===== config.mk =====
export PLATFORM = sky130hd
export DESIGN_NAME = bus_dma_master
export DESIGN_NICKNAME = d
export VERILOG_FILES = /design/src/rtl/mcu_bus_pkg.sv /design/src/rtl/bus_dma_addr_gen.sv /design/src/rtl/bus_dma_master.sv
export SDC_FILE = /design/constraint.sdc
export NUM_CORES = 1
export LEC_CHECK = 0
export ABC_AREA = 0
export CORE_UTILIZATION = 49
export DETAILED_ROUTE_END_ITERATION = 8
export PLACE_DENSITY_LB_ADDON = 0.12
export SYNTH_ARGS = -nofsm -noshare
export SYNTH_HDL_FRONTEND = slang
export SYNTH_HIERARCHICAL = 1
export SYNTH_SLANG_ARGS = --single-unit

===== constraint.sdc =====
create_clock -name clk -period 3.25 [get_ports clk]
set_input_delay 0.325 -clock clk [delete_from_list [all_inputs] [get_ports clk]]
set_output_delay 0.325 -clock clk [all_outputs]
set_load 0.005 [all_outputs]

===== src/rtl/mcu_bus_pkg.sv =====
// Shared MCU system-bus definitions: bus widths, region pages and DMA FSM encoding.
package mcu_bus_pkg;

    localparam int unsigned BUS_ADDR_W = 32;
    localparam int unsigned BUS_DATA_W = 32;
    localparam int unsigned DMA_LEN_W  = 8;
    localparam int unsigned DMA_STRIDE = 1;

    // Address page (bits [15:8]) decoded by the top-level read mux
    localparam logic [7:0] PAGE_ROM  = 8'h00;
    localparam logic [7:0] PAGE_SRAM = 8'h01;
    localparam logic [7:0] PAGE_GPIO = 8'h02;

    typedef enum logic [2:0] {
        DMA_IDLE    = 3'd0,
        DMA_REQ     = 3'd1,
        DMA_RD      = 3'd2,
        DMA_RD_WAIT = 3'd3,
        DMA_WR      = 3'd4,
        DMA_FIN     = 3'd5
    } dma_state_e;

    // Region page of a bus address
    function automatic logic [7:0] addr_page(input logic [BUS_ADDR_W-1:0] addr);
        return addr[15:8];
    endfunction

endpackage


===== src/rtl/bus_dma_addr_gen.sv =====
// Source/destination address and remaining-word counters for the DMA master.
// The *_nxt_c outputs expose the value the pointers take at the coming edge.
module bus_dma_addr_gen
    import mcu_bus_pkg::*;
#(
    parameter int unsigned ADDR_W = BUS_ADDR_W,
    parameter int unsigned LEN_W  = DMA_LEN_W,
    parameter int unsigned STRIDE = DMA_STRIDE
) (
    input  logic              clk,
    input  logic              rst_n,
    input  logic              load,
    input  logic              step,
    input  logic [ADDR_W-1:0] src_in,
    input  logic [ADDR_W-1:0] dst_in,
    input  logic [LEN_W-1:0]  len_in,
    output logic [ADDR_W-1:0] src_nxt_c,
    output logic [ADDR_W-1:0] dst_nxt_c,
    output logic              last
);

    localparam logic [ADDR_W-1:0] ADDR_STEP = ADDR_W'(STRIDE);

    logic [ADDR_W-1:0] src_cur;
    logic [ADDR_W-1:0] dst_cur;
    logic [LEN_W-1:0]  remaining;

    // Next pointer values; addition wraps modulo 2^ADDR_W
    always_comb begin
        src_nxt_c = src_cur;
        dst_nxt_c = dst_cur;
        if (load) begin
            src_nxt_c = src_in;
            dst_nxt_c = dst_in;
        end else if (step) begin
            src_nxt_c = src_cur + ADDR_STEP;
            dst_nxt_c = dst_cur + ADDR_STEP;
        end
    end

    // Pointer, count and last-word registers
    always_ff @(posedge clk or negedge rst_n) begin
        if (!rst_n) begin
            src_cur   <= '0;
            dst_cur   <= '0;
            remaining <= '0;
            last      <= 1'b0;
        end else begin
            src_cur <= src_nxt_c;
            dst_cur <= dst_nxt_c;
            if (load) begin
                remaining <= len_in;
                last      <= (len_in == LEN_W'(1));
            end else if (step) begin
                remaining <= remaining - LEN_W'(1);
                last      <= (remaining == LEN_W'(2));
            end
        end
    end

endmodule


===== src/rtl/bus_dma_master.sv =====
// Block-copy DMA initiator on the MCU system bus (req/gnt arbitrated).
// Optional fill mode is built in when BUS_DMA_FILL_EN is defined.
module bus_dma_master
    import mcu_bus_pkg::*;
#(
    parameter int unsigned ADDR_W = BUS_ADDR_W,
    parameter int unsigned DATA_W = BUS_DATA_W,
    parameter int unsigned LEN_W  = DMA_LEN_W,
    parameter int unsigned STRIDE = DMA_STRIDE
) (
    input  logic              clk,
    input  logic              rst_n,
    input  logic              start,
    input  logic [ADDR_W-1:0] src_addr,
    input  logic [ADDR_W-1:0] dst_addr,
    input  logic [LEN_W-1:0]  len,
    output logic              busy,
    output logic              done,
    output logic              bus_req,
    input  logic              bus_gnt,
    output logic [ADDR_W-1:0] m_addr,
    output logic [DATA_W-1:0] m_wdata,
    output logic              m_we,
    input  logic [DATA_W-1:0] m_rdata
`ifdef BUS_DMA_FILL_EN
    ,
    input  logic              fill_mode,
    input  logic [DATA_W-1:0] fill_value
`endif
);

    dma_state_e        state_q, state_d;
    logic              load, step, capture;
    logic              last;
    logic [ADDR_W-1:0] src_nxt_c, dst_nxt_c;
    logic              fill_q;
    logic [DATA_W-1:0] fill_val_q;

    logic              busy_d, done_d, req_d, we_d;
    logic [ADDR_W-1:0] addr_d;
    logic [DATA_W-1:0] wdata_d;
    logic              we_q;

    bus_dma_addr_gen #(
        .ADDR_W (ADDR_W),
        .LEN_W  (LEN_W),
        .STRIDE (STRIDE)
    ) u_addr_gen (
        .clk       (clk),
        .rst_n     (rst_n),
        .load      (load),
        .step      (step),
        .src_in    (src_addr),
        .dst_in    (dst_addr),
        .len_in    (len),
        .src_nxt_c (src_nxt_c),
        .dst_nxt_c (dst_nxt_c),
        .last      (last)
    );

`ifdef BUS_DMA_FILL_EN
    // Fill-mode configuration captured with the transfer parameters
    always_ff @(posedge clk or negedge rst_n) begin
        if (!rst_n) begin
            fill_q     <= 1'b0;
            fill_val_q <= '0;
        end else if (load) begin
            fill_q     <= fill_mode;
            fill_val_q <= fill_value;
        end
    end
`else
    assign fill_q     = 1'b0;
    assign fill_val_q = '0;
`endif

    // Next state, counter control and next registered bus outputs
    always_comb begin
        state_d = state_q;
        load    = 1'b0;
        step    = 1'b0;
        capture = 1'b0;

        case (state_q)
            DMA_IDLE: begin
                if (start) begin
                    if (len != '0) begin
                        load    = 1'b1;
                        state_d = DMA_REQ;
                    end else begin
                        state_d = DMA_FIN;
                    end
                end
            end
            DMA_REQ: begin
                if (bus_gnt) state_d = fill_q ? DMA_WR : DMA_RD;
            end
            DMA_RD: begin
                state_d = bus_gnt ? DMA_RD_WAIT : DMA_REQ;
            end
            DMA_RD_WAIT: begin
                if (bus_gnt) begin
                    capture = 1'b1;
                    state_d = DMA_WR;
                end else begin
                    state_d = DMA_REQ;
                end
            end
            DMA_WR: begin
                if (bus_gnt) begin
                    step = 1'b1;
                    if (last)        state_d = DMA_FIN;
                    else if (fill_q) state_d = DMA_WR;
                    else             state_d = DMA_RD;
                end else begin
                    state_d = DMA_REQ;
                end
            end
            DMA_FIN: begin
                state_d = DMA_IDLE;
            end
            default: begin
                state_d = DMA_IDLE;
            end
        endcase

        busy_d = (state_d != DMA_IDLE);
        done_d = (state_q == DMA_FIN);
        req_d  = state_d inside {DMA_REQ, DMA_RD, DMA_RD_WAIT, DMA_WR};
        we_d   = (state_d == DMA_WR);

        addr_d = '0;
        if (state_d == DMA_RD || state_d == DMA_RD_WAIT) addr_d = src_nxt_c;
        else if (state_d == DMA_WR)                       addr_d = dst_nxt_c;

        // m_wdata doubles as the data register; a copy WR is always entered from RD_WAIT
        wdata_d = '0;
        if (state_d == DMA_WR) begin
            if (fill_q)       wdata_d = fill_val_q;
            else if (capture) wdata_d = m_rdata;
            else              wdata_d = m_wdata;
        end
    end

    // FSM state register
    always_ff @(posedge clk or negedge rst_n) begin
        if (!rst_n) state_q <= DMA_IDLE;
        else        state_q <= state_d;
    end

    // Registered status and bus outputs
    always_ff @(posedge clk or negedge rst_n) begin
        if (!rst_n) begin
            busy    <= 1'b0;
            done    <= 1'b0;
            bus_req <= 1'b0;
            m_addr  <= '0;
            m_wdata <= '0;
            we_q    <= 1'b0;
        end else begin
            busy    <= busy_d;
            done    <= done_d;
            bus_req <= req_d;
            m_addr  <= addr_d;
            m_wdata <= wdata_d;
            we_q    <= we_d;
        end
    end

    // A write never reaches the bus in a cycle where the grant has been withdrawn
    assign m_we = we_q & bus_gnt;

endmodule


After elaboration in Yosys (flattened, before gate mapping). Index checks and enable logic that the tools add are counted. Widths: inputs -> output; s select.

Word-level logic and storage cells: 59. ROM bits: 0. Latch bits: 0. Bits of input ports: 108. RAM bits: 0. Register bits after elaboration: 144. Memories kept: 0.

Equal/unequal tests: 12. Divide/modulo/power cells: 0. Multiplexer cells: 26. Multiply operators: 0. Bitwise gates (word level): 1. Shift-type cells: 0. Add/sub/neg operators: 3. Magnitude comparators: 0. Reductions and logical operators: 6.

Operators by type and width (number): $mux 32 (8); $add 32x1->32 const B (2); $mux 3 (6); $mux 8 (2); $pmux 3 s5 (1); $eq 3x2->1 const B (4); $eq 3x3->1 const B (3); $eq 8x1->1 const B (1); $eq 8x2->1 const B (1); $mux 1 (8); $reduce_bool 8->1 (1); $sub 8x1->8 const B (1); $eq 3x1->1 const B (2); $reduce_bool 4->1 (1); $logic_not 3->1 (1); $reduce_bool 3->1 (1); $mux 2 (1); $ne 2x2->1 const B (1); $reduce_bool 2->1 (1); $and 1x1->1 (1); $logic_or 1x1->1 (1).

Longest topological paths before layout.
Word-level depth: 7. Mapped depth: 10. Gate-level depth less buffers: 9.

Cells and area by module. The synthesis kept the hierarchy.

Modules (own cells, without submodules): bus_dma_addr_gen (instances 1, cells each 487, area an instance 4242.8 µm²); bus_dma_master (instances 1, cells each 238, area an instance 2630.0 µm²).

Worst setup path after synthesis. OpenSTA, ideal clock, no wires.

Path type: register to register. Start point: reg state_q[0]. End point: reg m_addr[24]. Data required time: 3.123 ns. Path buffers: 2. Data arrival time: 2.393 ns. Setup slack: 0.729 ns. Cell stages (with the launch flop): 10. Path through: dfrtp_1 > and4bb_2 > buf_2 > nand4_1 > or4_1 > clkbuf_1 > or2_2 > a221o_1 > nand2_1 > o21ai_0.

Elaborated cells on any way between the ends: 20. Those cells by class: eq/ne (7); mux (11); reduce/logical (2).

RTL lines: start, declared (RTL line bus_dma_master.sv:32) `dma_state_e state_q, state_d;`; start signal, assigned (RTL line bus_dma_master.sv:148) `else state_q <= state_d;`; $eq 3x3->1 (RTL line bus_dma_master.sv:84) `case (state_q)`; $mux 1 (RTL line bus_dma_master.sv:84); net step (RTL line bus_dma_master.sv:33) `logic load, step, capture;`; $mux 32 (RTL line bus_dma_addr_gen.sv:35) `end else if (step) begin`; $mux 32 (RTL line bus_dma_addr_gen.sv:32) `if (load) begin`; net src_nxt_c[24] (RTL line bus_dma_master.sv:35) `logic [ADDR_W-1:0] src_nxt_c, dst_nxt_c;`; $mux 32 (RTL line bus_dma_master.sv:133) `if (state_d == DMA_RD || state_d == DMA_RD_WAIT) addr_d = src_nxt_c;`; net addr_d[24] (RTL line bus_dma_master.sv:40) `logic [ADDR_W-1:0] addr_d;`; end signal, assigned (RTL line bus_dma_master.sv:164) `m_addr <= addr_d;`; end, declared (RTL line bus_dma_master.sv:21) `output logic [ADDR_W-1:0] m_addr,`.

The timed path passes the listed nets, and every way through them passes these cells. A chain may end at the register's enable or synchronous reset.

Worst setup path in the final report.
Start point: reg state_q[0]. End point: reg m_addr[17].

Same word-level chain as after synthesis.

==> flow_summary.yaml <==
drt:
  via_count: 6328
  detailroute.wirelength.met2_microns: 9607
  wire_per_inst_microns: 18.23
  drc: 0
  top_signal_layer_used: "met4"
  vias_per_cell: 5.854
  drtIter0Drc: 493
  total_wirelength_of_the_detailed_routed_design_microns: 19710
  met3_wirelength_microns: 1514
  drtPass1Iterations: 5
  final_antenna_net_count: 0
  route.layer.met1.wl_microns: 8179
sta:
  fin_ws_ps: 353.2
  max_slew_margin: 0.4729
  number_of_setup_violations_in_the_final_report: 0
  report.final.hold_viol_count: 0
  finalClockSkew_ps: 7.894
  worst-slew-pin-transition_ps: 790.6
  setup-tns-final_ps: 0
  final-max-slew-violation-count: 0
  rsz0062_at_grt: "false"
  final_period_minus_worst_setup_slack_ps: 2897
  fmax_mhz: 345.2
  timing.hold.ws_ps: 462.2
  post-route-period-util: 0.8913
final_layout:
  flow.area_growth_from_synthesis_pct: 37.37
  final_layout_size_suffix_gt1_frac: 0.07072
  commonest_non_fill_non_tap_cell_in_the_layout: "sky130_fd_sc_hd__clkdlybuf4s50_1"
  final_cell_mix: "sky130_fd_sc_hd__clkdlybuf4s50_1 (174), sky130_fd_sc_hd__dfrtp_1 (144), sky130_fd_sc_hd__nand2_1 (127)"
  antenna_cells: 0
  layout.nets: 1004
  layout.core_utilization: 0.7018
global_routing:
  globalRoute.totalOverflow: 0
  grt_first_pass_wirelength_microns: 31660
  first_global_vias: 6347
  grt_antenna_before_repair: 0
  grt_max_degree: 79
  track_usage: 0.2841
synth:
  seq_area_frac_synth: 0.5243
  synthesis.area_per_instance_sq_um: 9.480
  number_of_enable_flip_flop_cells_after_synthesis: 0
  post_synth_inst_count: 725
  asyncSetResetFlopFracSynth: 1.000
  post_synth_cell_types: 49
  synthesis.yosys.warnings: 6
  synth.ff_latch_count: 144
  postSynthNetCount: 837
  post_synth_instance_area_sq_mm: 0.006873
  ys_dominant_reg_cell: "sky130_fd_sc_hd__dfrtp_1"
floorplanning:
  core_region_area_sq_mm: 0.01345
  design.die.area_sq_mm: 0.01450
  die_h_microns: 120.4
  die_span_in_x_microns: 120.4
  initial_core_util: 0.5109
  num_rows: 42
  io_pins: 176
setup_path:
  critical_path_data_arrival_time_ps: 3230
  kind_of_critical_path: "reg -> reg"
  critPathMaxFanout: 13
  cp-start-kind: "register"
  critPathCaptureType: "register"
  cp_slowest_cell: "sky130_fd_sc_hd__or4_1"
  slowest_delay_ps: 770
  crit_required_ps: 3580
  path_cells: "and4bb_2 > nand4_2 > or4_1 > buf_4 > or3_1 > a31oi_1 > nand2_1 > o21ai_0"
pwr:
  power.ir.vdd_worst_v: 0.0003936
  power.density_cell_area_mw_per_mm2: 804.3
  p_total_uw: 7594
  static_leak_uw: 0.003755
clock_network:
  cts_root_buf: "sky130_fd_sc_hd__clkbuf_16"
  cts_repair_resize_count: 0
  cts.repair_timing.setup_buffer_count: 0
  tritoncts: "done"
  h_tree_lvls: 4
  numClockSinks: 144
  holdBufCountCts: 1
  worst_setup_hold_path_clk_slew_ps: 60
  clk-insertion-delay-late_ps: 420
  cts_buffers: 17
  clock_tree.buffer_depth: 2
run:
  cap_violations: 0
place:
  worst_case_setup_slack_after_placement_ps: 126.7
  port_buffers: 175
  gp_routability_congestion: 0.8827
  post-dp-hpwl_microns: 13370
outcome:
  run_status: "complete, no violations"
worst_hold_path:
  hold_class: "in -> reg"
## path summary, 6_finish.rpt
check | end | cells after the start | from | slack (ps)
min in group asynchronous | m_wdata[13] | 2 | rst_n | 480
setup reg to reg | m_addr[17] | 8 | state_q[0] | 350
hold reg to reg | u_addr_gen/last | 1 | u_addr_gen/last | 570
setup / recovery | m_addr[17] | 8 | state_q[0] | 350
hold / removal | m_wdata[23] | 2 | m_rdata[23] | 460
max in group asynchronous | m_addr[4] | 3 | rst_n | 1960
## registers in the layout, indices dropped and copies added (netlist names)
| register | cells |
|---|---|
| bus_req | 1 |
| m_addr | 32 |
| state_q | 3 |
| u_addr_gen/last | 1 |
| u_addr_gen/src_cur | 32 |
| we_q | 1 |
| u_addr_gen/remaining | 8 |
| m_wdata | 32 |
| done | 1 |
| u_addr_gen/dst_cur | 32 |
| busy | 1 |
## layer usage
layer,track usage,up-vias
li1,-,2923
met1,0.3576,3052
met2,0.4738,311
met3,0.07028,42
met4,0.1057,0
met5,0,-
## through the flow
stage               cell area, sq um  instances
CTS                             9442       1081
detailed placement              8808       1048
floorplan                       6873        725
global route                    9442       1081
finish                          9442       1081
global placement                8808       1048
## cell families (layout without fill, tap and decap cells)
logic type / Yosys count / in the layout / share of synthesized area
adders and majority gates: 4 / 4 / 0.007282
DFF: 144 / 144 / 0.5243
buffers and inverters: 57 / 237 / 0.03677
and+or+nand+nor: 347 / 347 / 0.2658
AOI/OAI and AO/OA: 140 / 140 / 0.1229
xor gates and xnor gates: 29 / 29 / 0.03696
muxes: 4 / 4 / 0.006008
## cell type report
| type | instances | area, sq um |
|---|---|---|
| clock inverter | 10 | 158.9 |
| clock buffer | 22 | 464.2 |
| fill | 1028 | 4011 |
| timing repair buffer | 194 | 1923 |
| tap | 176 | 220.2 |
| multi-input combinational | 524 | 3030 |
| sequential | 144 | 3603 |
| inverter | 11 | 41.29 |
## cell usage after synthesis (3+ instances only)
cell type / count / area (sq um)
sky130_fd_sc_hd__clkbuf_1: 25 / 93.84
sky130_fd_sc_hd__ha_1: 4 / 50.05
sky130_fd_sc_hd__o31ai_1: 25 / 187.7
sky130_fd_sc_hd__and4_1: 5 / 43.79
sky130_fd_sc_hd__mux2i_1: 3 / 30.03
sky130_fd_sc_hd__or4_1: 36 / 270.3
sky130_fd_sc_hd__and3_1: 6 / 37.54
sky130_fd_sc_hd__nand3_1: 26 / 130.1
sky130_fd_sc_hd__a221o_1: 4 / 40.04
sky130_fd_sc_hd__nor2b_1: 3 / 18.77
sky130_fd_sc_hd__and2_1: 37 / 231.5
sky130_fd_sc_hd__clkbuf_2: 3 / 15.01
sky130_fd_sc_hd__inv_1: 10 / 37.54
sky130_fd_sc_hd__dfrtp_1: 144 / 3603
sky130_fd_sc_hd__nor4_1: 9 / 56.30
sky130_fd_sc_hd__o211ai_1: 3 / 22.52
sky130_fd_sc_hd__o21ai_0: 72 / 360.4
sky130_fd_sc_hd__xnor2_1: 14 / 122.6
sky130_fd_sc_hd__buf_6: 3 / 33.78
sky130_fd_sc_hd__buf_2: 10 / 50.05
sky130_fd_sc_hd__nand4_1: 15 / 93.84
sky130_fd_sc_hd__nor2_1: 44 / 165.2
sky130_fd_sc_hd__or2_2: 3 / 18.77
sky130_fd_sc_hd__nand4_2: 3 / 37.54
sky130_fd_sc_hd__xor2_1: 15 / 131.4
sky130_fd_sc_hd__or3_1: 13 / 81.33
sky130_fd_sc_hd__nand2_1: 127 / 476.7
sky130_fd_sc_hd__nor3_1: 5 / 25.02
sky130_fd_sc_hd__a31oi_1: 32 / 200.2
sky130_fd_sc_hd__buf_1: 5 / 18.77
## critical path: cells and delay by family (launching register included)
family | cells | cell delay, ps
flip-flops | 1 | 450
buffers and inverters | 1 | 260
AND/OR/NAND/NOR | 5 | 1660
AO/OA/AOI/OAI | 2 | 420
## report_power, final
group | internal, uW | switching [uW]
Clock | 1320 | 723
Combinational | 1140 | 1330
Sequential | 2450 | 631
Total | 4910 | 2680
Power figures use the tool's default switching activity.
